[src/rtl/uart_rx.sv]
// UART 8N1 receiver: synchronises rx, validates the start bit at mid-bit and
// emits each good byte as a one-cycle dataValid strobe for the ring buffer.
module uart_rx #(
  parameter int CLKS_PER_BIT = 16
) (
  input  logic       clk,
  input  logic       reset,
  input  logic       rx,
  output logic       dataValid,
  output logic [7:0] dataOut,
  output logic       framingError,
  output logic       busy
);

  localparam int CNT_W = $clog2(CLKS_PER_BIT);
  localparam logic [CNT_W-1:0] HALF_BIT = CNT_W'((CLKS_PER_BIT - 1) / 2);
  localparam logic [CNT_W-1:0] LAST_CLK = CNT_W'(CLKS_PER_BIT - 1);
  localparam logic [CNT_W-1:0] CNT_ONE  = CNT_W'(1);

  typedef enum logic [2:0] {IDLE, START, DATA, STOP, BREAK} rxState_t;

  rxState_t         state, stateNext;
  logic [CNT_W-1:0] count, countNext;
  logic [2:0]       bitIndex, bitIndexNext;
  logic [7:0]       shiftReg, shiftNext;
  logic [7:0]       dataOutNext;
  logic             dataValidNext, framingErrorNext;
  logic             rxMeta_p0, syncRx_p1;

  always_comb begin
    stateNext        = state;
    countNext        = count;
    bitIndexNext     = bitIndex;
    shiftNext        = shiftReg;
    dataOutNext      = dataOut;
    dataValidNext    = 1'b0;
    framingErrorNext = 1'b0;
    unique case (state)
      IDLE: begin
        countNext = '0;
        if (!syncRx_p1) stateNext = START;
      end
      START: begin
        // Re-check the line at mid start bit so short glitches fall back to IDLE
        if (count == HALF_BIT) begin
          countNext    = '0;
          bitIndexNext = 3'd0;
          stateNext    = syncRx_p1 ? IDLE : DATA;
        end else begin
          countNext = count + CNT_ONE;
        end
      end
      DATA: begin
        if (count == LAST_CLK) begin
          shiftNext[bitIndex] = syncRx_p1;
          countNext           = '0;
          bitIndexNext        = bitIndex + 3'd1;
          if (bitIndex == 3'd7) stateNext = STOP;
        end else begin
          countNext = count + CNT_ONE;
        end
      end
      STOP: begin
        if (count == LAST_CLK) begin
          countNext = '0;
          if (syncRx_p1) begin
            dataOutNext   = shiftReg;
            dataValidNext = 1'b1;
            stateNext     = IDLE;
          end else begin
            framingErrorNext = 1'b1;
            stateNext        = BREAK;
          end
        end else begin
          countNext = count + CNT_ONE;
        end
      end
      BREAK: begin
        // A held-low line must return high before another start is accepted
        countNext = '0;
        if (syncRx_p1) stateNext = IDLE;
      end
      default: stateNext = IDLE;
    endcase
  end

  always_ff @(posedge clk or posedge reset) begin
    if (reset) begin
      rxMeta_p0    <= 1'b1;
      syncRx_p1    <= 1'b1;
      state        <= IDLE;
      count        <= '0;
      bitIndex     <= 3'd0;
      shiftReg     <= 8'h00;
      dataOut      <= 8'h00;
      dataValid    <= 1'b0;
      framingError <= 1'b0;
      busy         <= 1'b0;
    end else begin
      // Stage p0 -> p1: two-flop synchroniser on the asynchronous rx line
      rxMeta_p0    <= rx;
      syncRx_p1    <= rxMeta_p0;
      state        <= stateNext;
      count        <= countNext;
      bitIndex     <= bitIndexNext;
      shiftReg     <= shiftNext;
      dataOut      <= dataOutNext;
      dataValid    <= dataValidNext;
      framingError <= framingErrorNext;
      busy         <= (stateNext != IDLE);
    end
  end

endmodule

[config.mk]
export PLATFORM = sky130hd
export DESIGN_NAME = uart_rx
export DESIGN_NICKNAME = d
export VERILOG_FILES = /design/src/rtl/uart_rx.sv
export SDC_FILE = /design/constraint.sdc
export NUM_CORES = 1
export LEC_CHECK = 0
export CAP_MARGIN = 15
export CORE_MARGIN = 4
export CORE_UTILIZATION = 45
export DETAILED_ROUTE_END_ITERATION = 12
export PLACE_DENSITY = 0.68
export SLEW_MARGIN = 20
export SYNTH_ARGS = -nofsm -noshare
export SYNTH_HDL_FRONTEND = slang
export SYNTH_SLANG_ARGS = --single-unit
export TNS_END_PERCENT = 100
[constraint.sdc]
create_clock -name clk -period 3.3 [get_ports clk]
set_clock_uncertainty 0.1 [all_clocks]
set_input_delay 0.66 -clock clk [delete_from_list [all_inputs] [get_ports clk]]
set_output_delay 0.66 -clock clk [all_outputs]
set_load 0.02 [all_outputs]
==> results.sh, run 1 <==
export IMPL_status="completed"
export IMPL_p_switching_mw=0.376
export IMPL_grtUsageTotal=0.143
export IMPL_worstPathRequired_ns=2.54
export IMPL_rr_startpoint="count[0]"
export IMPL_worst_slack_ns=1.24
export IMPL_hold_violations=0
export IMPL_cpPeakStageDelay_ns=0.60
export IMPL_slew_violations=0
export IMPL_route_detailed_drc=0
export IMPL_syn_area_per_cell_um2=12.8
export IMPL_clock_path_buffers=2
export IMPL_path_depth=1
export IMPL_drt_iter0_drc=21
export IMPL_r2r_cells=4
export IMPL_p_comb_frac=0.239
export IMPL_wl_per_cell_um=14.4
export IMPL_nFillCells=299
export IMPL_met2WireLength_um=1160
export IMPL_crit_arrival_ns=1.30
export IMPL_max_freq_ghz=0.486
export IMPL_syn_to_final_growth_pct=15.4
export IMPL_die_w_um=65.4
export IMPL_hold_depth=0
export IMPL_cp_slowest_cell="clkdlybuf4s50_1"
export IMPL_cts_sinks=31
export IMPL_place_inst=168
export IMPL_cap_violations=0
export IMPL_power_frac_seq=0.497
export IMPL_multi_input_area_um2=631
export IMPL_dr_pass1_iters=4
export IMPL_io_buffers=13
export IMPL_p_leak_nw=0.808
export IMPL_worstHoldStart="rxMeta_p0"
export IMPL_synth_fp_nets=122
export IMPL_rsz0062_at_grt="false"
export IMPL_critPathTopFamily="buffers and inverters"
export IMPL_ys_flop_type="dfrtp_1"
export IMPL_synth_cell_type_count=39
export IMPL_cts_hold_buf=0
export IMPL_cts_tree="done"
export IMPL_seq_area_um2=778
export IMPL_die_area_um2=4270
export IMPL_worst_pin_slew_ns=0.905
export IMPL_place_gp_congestion=0.826
export IMPL_ys_seq_area_frac=0.525
export IMPL_crit_chain="clkdlybuf4s50_1"
export IMPL_antenna_found_initial=0
export IMPL_grt_overflow=0
export IMPL_p_per_area_nw_per_um2=645
export IMPL_pre_cts_slack_ns=1.34
export IMPL_fin_nets=137
export IMPL_cts_buffers_inserted=5
export IMPL_top_layer_used="met4"
export IMPL_regToRegSetupSlack_ns=1.48
export IMPL_drive_above_1_share=0.136
export IMPL_worstSetupEndpointType="primary output"
export IMPL_clk_pin_slew_ns=0.11
export IMPL_min_path_type="flop to flop"
export IMPL_clock_latency_ns=0.33
export IMPL_critPathKind="flop to primary output"
export IMPL_antennaDiodeCount=0
export IMPL_synth_cells=116
export IMPL_fin_tns_setup_ns=0
export IMPL_rows=20
export IMPL_startpoint_type="flop"
export IMPL_hold_end="syncRx_p1"
export IMPL_internal_power_mw=0.726
export IMPL_drt_met1_wl_um=1240
export IMPL_die_y_um=65.4
export IMPL_grt_pass1_wl_um=4620
export IMPL_ir_drop_v=0.000479
export IMPL_synth_top_area_cell="dfrtp_1"
export IMPL_via_per_inst=5.23
export IMPL_wl_um=2540
export IMPL_cts_setup_buffers=0
export IMPL_grt_max_degree=25
export IMPL_hpwlAfterDp_um=1770
export IMPL_route_antenna_remaining_nets=0
export IMPL_ys_seq_elements=31
export IMPL_relSlewSlack=0.396
export IMPL_coreArea_um2=3100
export IMPL_grt_pass1_vias=963
export IMPL_vias=921
export IMPL_io_pins=14
export IMPL_async_flop_share=1.00
export IMPL_final_cells=176
export IMPL_ctsHtreeMaxLevel=2
export IMPL_r2r_end="dataOut[0]"
export IMPL_finalCritPeriodShare=0.623
export IMPL_critPathMaxFanout=2
export IMPL_clockPowerShare=0.264
export IMPL_route_met3_wl_um=101
export IMPL_synth_area_um2=1480
export IMPL_start_util=0.477
export IMPL_root_buffer="clkbuf_4"
export IMPL_cts_resized=0
export IMPL_synth_top_area_frac=0.490
export IMPL_ys_top_cells_by_area="dfrtp_1, mux2_1, dfstp_2"
export IMPL_final_common_cell="dfrtp_1"
export IMPL_swShare=0.341
export IMPL_setup_violations=0
export IMPL_crit_buf_inv=1
export IMPL_synth_edf_count=0
export IMPL_mostFrequentLayoutCells="dfrtp_1, mux2_1, clkdlybuf4s50_1"
export IMPL_final_min_clock_period_ns=2.06
export IMPL_yosysWarnings=0
[power groups by stage]
| stage | clock network (mW) | registers, mW | logic (mW) |
|---|---|---|---|
| floorplan | 0 | 0.485 | 0.285 |
| global placement | 0 | 0.546 | 0.257 |
| detailed placement | 0 | 0.552 | 0.263 |
| CTS | 0.299 | 0.543 | 0.265 |
| global route | 0.320 | 0.562 | 0.295 |
| finish | 0.291 | 0.548 | 0.263 |
[state kept, by name, summed over array words and instances, names as in the netlist]
| register | flops |
|---|---|
| dataOut | 8 |
| shiftReg | 8 |
| count | 4 |
| bitIndex | 3 |
| state | 3 |
| busy | 1 |
| dataValid | 1 |
| framingError | 1 |
| rxMeta_p0 | 1 |
| syncRx_p1 | 1 |
[layout make-up]
class                   instances  area share
well taps                      44      0.0322
clock buffers                   5      0.0220
repair buffers                 14      0.0805
clock inverters                 3      0.0256
inverters                       7      0.0154
multi-input cells              72       0.369
flip-flops and latches         31       0.455
[logic make-up after synthesis]
logic type | Yosys count | share of synthesized area
muxes | 20 | 0.149
adders and majority gates | 3 | 0.0253
xor gates and xnor gates | 3 | 0.0177
and+or+nand+nor | 34 | 0.168
DFF | 31 | 0.525
AOI/OAI and AO/OA | 12 | 0.0650
buffers and inverters | 13 | 0.0490
[through the flow]
step / cell area [um^2] / util / total power [mW] / hold slack [ns]
after detailed placement: 1630 / 0.525 / 0.815 / 0.260
after CTS: 1710 / 0.551 / 1.11 / 0.264
final: 1710 / 0.551 / 1.10 / 0.258
after global routing: 1710 / 0.551 / 1.18 / 0.258
after floorplan: 1480 / - / 0.770 / 0.245
after global placement: 1630 / 0.525 / 0.803 / 0.249
[worst reg2reg max path: stages (launching register included)]
cell     delay [ns]
dfrtp_1        0.41
ha_1           0.33
and3_2         0.29
nand4_4        0.20
mux2_1         0.39
[synthesized netlist by cell type, types with 2 or more instances]
cell type / n
dfrtp_1: 29
mux2_1: 17
inv_1: 7
nand3_1: 7
nor2_1: 7
ha_1: 3
mux2i_1: 3
a311oi_1: 2
a31o_2: 2
a41oi_1: 2
and4b_1: 2
buf_4: 2
buf_6: 2
dfstp_2: 2
nand2_1: 2
nand4_1: 2
nor2b_1: 2
xnor2_1: 2
[how the worst max path moves through the flow]
stage | start | to
after floorplan | count[0] | dataOut[0]
after global placement | reset | count[0]
after detailed placement | reset | count[3]
after CTS | dataOut[7] | dataOut[7]
after global routing | dataOut[5] | dataOut[5]
final | dataOut[7] | dataOut[7]
[metal layers]
| metal | vias up | GRT usage |
|---|---|---|
| li1 | 448 | - |
| met1 | 453 | 0.187 |
| met2 | 15 | 0.224 |
| met3 | 5 | 0.0462 |
| met4 | 0 | 0.0466 |
| met5 | - | 0 |
Note: power is estimated with default switching activity, not from simulation.
==> run 2, diff against run 1 <==
==> constraint.sdc (replaced) <==
create_clock -name clk -period 2 [get_ports clk]
set_clock_uncertainty 0.1 [all_clocks]
set_input_delay 0.4 -clock clk [delete_from_list [all_inputs] [get_ports clk]]
set_output_delay 0.4 -clock clk [all_outputs]
set_load 0.02 [all_outputs]
==> run 2 against run 1 <==
  * Worst hold slack got worse by 0.012 ns
  * Worst setup slack got worse by 1.1 ns
  * Core utilization decreased by 0.12 points
  * Sequential cell count stayed put
  * Register-to-register slack worse by 1.3 ns
  * Critical path depth rose by 3
  * Sequential power up 62%
  * Clock power grew 24%
  * Power up 55%
  * Wire length grew 3.7%
  * Global-route usage about the same
  * Sequential share of layout area up 0.10 points
  * Highest routed layer unchanged
==> results.sh, run 2 (synthesis results as in run 1) <==
export IMPL_status="completed"
export IMPL_die_y_um=65.4
export IMPL_final_min_clock_period_ns=1.82
export IMPL_swShare=0.366
export IMPL_rows=20
export IMPL_cts_resized=0
export IMPL_route_detailed_drc=0
export IMPL_p_total_mw=1.71
export IMPL_clock_latency_ns=0.33
export IMPL_hold_violations=0
export IMPL_clockPowerShare=0.211
export IMPL_mostFrequentLayoutCells="dfrtp_1, mux2_1, clkdlybuf4s50_1"
export IMPL_grtUsageTotal=0.143
export IMPL_place_inst=169
export IMPL_grt_max_degree=23
export IMPL_antennaDiodeCount=0
export IMPL_grt_overflow=0
export IMPL_cts_sinks=31
export IMPL_cts_hold_buf=0
export IMPL_setup_violations=0
export IMPL_wl_per_cell_um=14.9
export IMPL_cpPeakStageDelay_ns=0.42
export IMPL_relSlewSlack=0.679
export IMPL_startpoint_type="flop"
export IMPL_crit_chain="ha_1 > and3_2 > nand4_4 > mux2_1"
export IMPL_r2r_cells=4
export IMPL_io_pins=14
export IMPL_route_antenna_remaining_nets=0
export IMPL_regToRegSetupSlack_ns=0.18
export IMPL_cts_setup_buffers=0
export IMPL_p_per_area_nw_per_um2=1000
export IMPL_clk_pin_slew_ns=0.10
export IMPL_hpwlAfterDp_um=1930
export IMPL_die_area_um2=4270
export IMPL_cts_tree="done"
export IMPL_final_cells=177
export IMPL_clock_path_buffers=2
export IMPL_internal_power_mw=1.09
export IMPL_slew_violations=0
export IMPL_dr_pass1_iters=4
export IMPL_rr_startpoint="count[0]"
export IMPL_crit_arrival_ns=1.94
export IMPL_vias=954
export IMPL_fin_tns_setup_ns=0
export IMPL_max_freq_ghz=0.550
export IMPL_p_leak_nw=0.799
export IMPL_ir_drop_v=0.000601
export IMPL_place_gp_congestion=0.808
export IMPL_grt_pass1_vias=974
export IMPL_finalCritPeriodShare=0.909
export IMPL_final_common_cell="dfrtp_1"
export IMPL_coreArea_um2=3100
export IMPL_cap_violations=0
export IMPL_cp_slowest_cell="dfrtp_1"
export IMPL_die_w_um=65.4
export IMPL_p_switching_mw=0.627
export IMPL_fin_nets=138
export IMPL_io_buffers=13
export IMPL_start_util=0.477
export IMPL_via_per_inst=5.39
export IMPL_syn_to_final_growth_pct=15.1
export IMPL_wl_um=2630
export IMPL_grt_pass1_wl_um=4530
export IMPL_drive_above_1_share=0.143
export IMPL_r2r_end="dataOut[4]"
export IMPL_worstPathRequired_ns=2.12
export IMPL_min_path_type="input port to asynchronous set/reset pin"
export IMPL_critPathMaxFanout=9
export IMPL_critPathKind="flop to flop"
export IMPL_worst_pin_slew_ns=0.482
export IMPL_antenna_found_initial=0
export IMPL_cts_buffers_inserted=5
export IMPL_rsz0062_at_grt="false"
export IMPL_power_frac_seq=0.518
export IMPL_p_comb_frac=0.271
export IMPL_crit_start="count[0]"
export IMPL_drt_iter0_drc=31
export IMPL_worstSetupEndpointType="flop"
export IMPL_ctsHtreeMaxLevel=2
export IMPL_top_regs="dataOut: 8 flops, shiftReg: 8 flops, count: 4 flops"
export IMPL_root_buffer="clkbuf_4"
[run 2: cell types whose count changed in the layout (fill, tap and decap cells not counted), sizes merged]
| cell | change |
|---|---|
| buf | +1 |
| bufinv | -1 |
| clkinv | -1 |
| clkinvlp | +2 |
[run 2: stage by stage]
| step | utilization | instance area [um^2] | worst slack (ns) | hold slack [ns] |
|---|---|---|---|---|
| global placement | 0.531 | 1650 | 0.304 | 0.248 |
| global route | 0.550 | 1710 | 0.0777 | 0.261 |
| floorplan | - | 1480 | 0.392 | 0.245 |
| finish | 0.550 | 1710 | 0.182 | 0.246 |
| detailed placement | 0.531 | 1650 | 0.157 | 0.249 |
| CTS | 0.550 | 1710 | 0.158 | 0.251 |
[run 2: how the worst max path moves through the flow]
stage          slack [ns]  depth (start not counted)          to
6_report             0.18                          4  dataOut[4]
3_5_place_dp         0.16                          4  dataOut[3]
4_1_cts              0.16                          4  dataOut[3]
3_3_place_gp         0.30                          4        busy
2_1_floorplan        0.39                          4  dataOut[0]
5_1_grt              0.08                          4  dataOut[3]
[run 2: final cells by class]
type	count	area, um^2
multi-input combinational	72	631
tap	44	55.1
timing repair buffer	15	158
inverter	7	26.3
clock buffer	5	37.5
fill	284	1400
clock inverter	3	20.0
sequential	31	778
[run 2: power by group through the flow]
stage | Sequential, mW | Combinational, mW | Clock, mW
after detailed placement | 0.898 | 0.464 | 0
after global routing | 0.904 | 0.518 | 0.401
after global placement | 0.887 | 0.449 | 0
after CTS | 0.885 | 0.468 | 0.376
final | 0.888 | 0.464 | 0.362
after floorplan | 0.800 | 0.470 | 0
[run 2: per-layer routing]
metal / share of wire / global-route usage
met1: 0.46 / 0.172
met5: 0 / 0
met3: 0.041 / 0.0547
met4: 0.016 / 0.0570
met2: 0.48 / 0.230
[run 2: critical path, delay by kind of cell, from the launching register on]
family / cells / cell delay [ns]
adder cells (fa/ha/maj): 1 / 0.31
multiplexers: 1 / 0.38
AND/OR/NAND/NOR: 2 / 0.49
flip-flops: 1 / 0.42
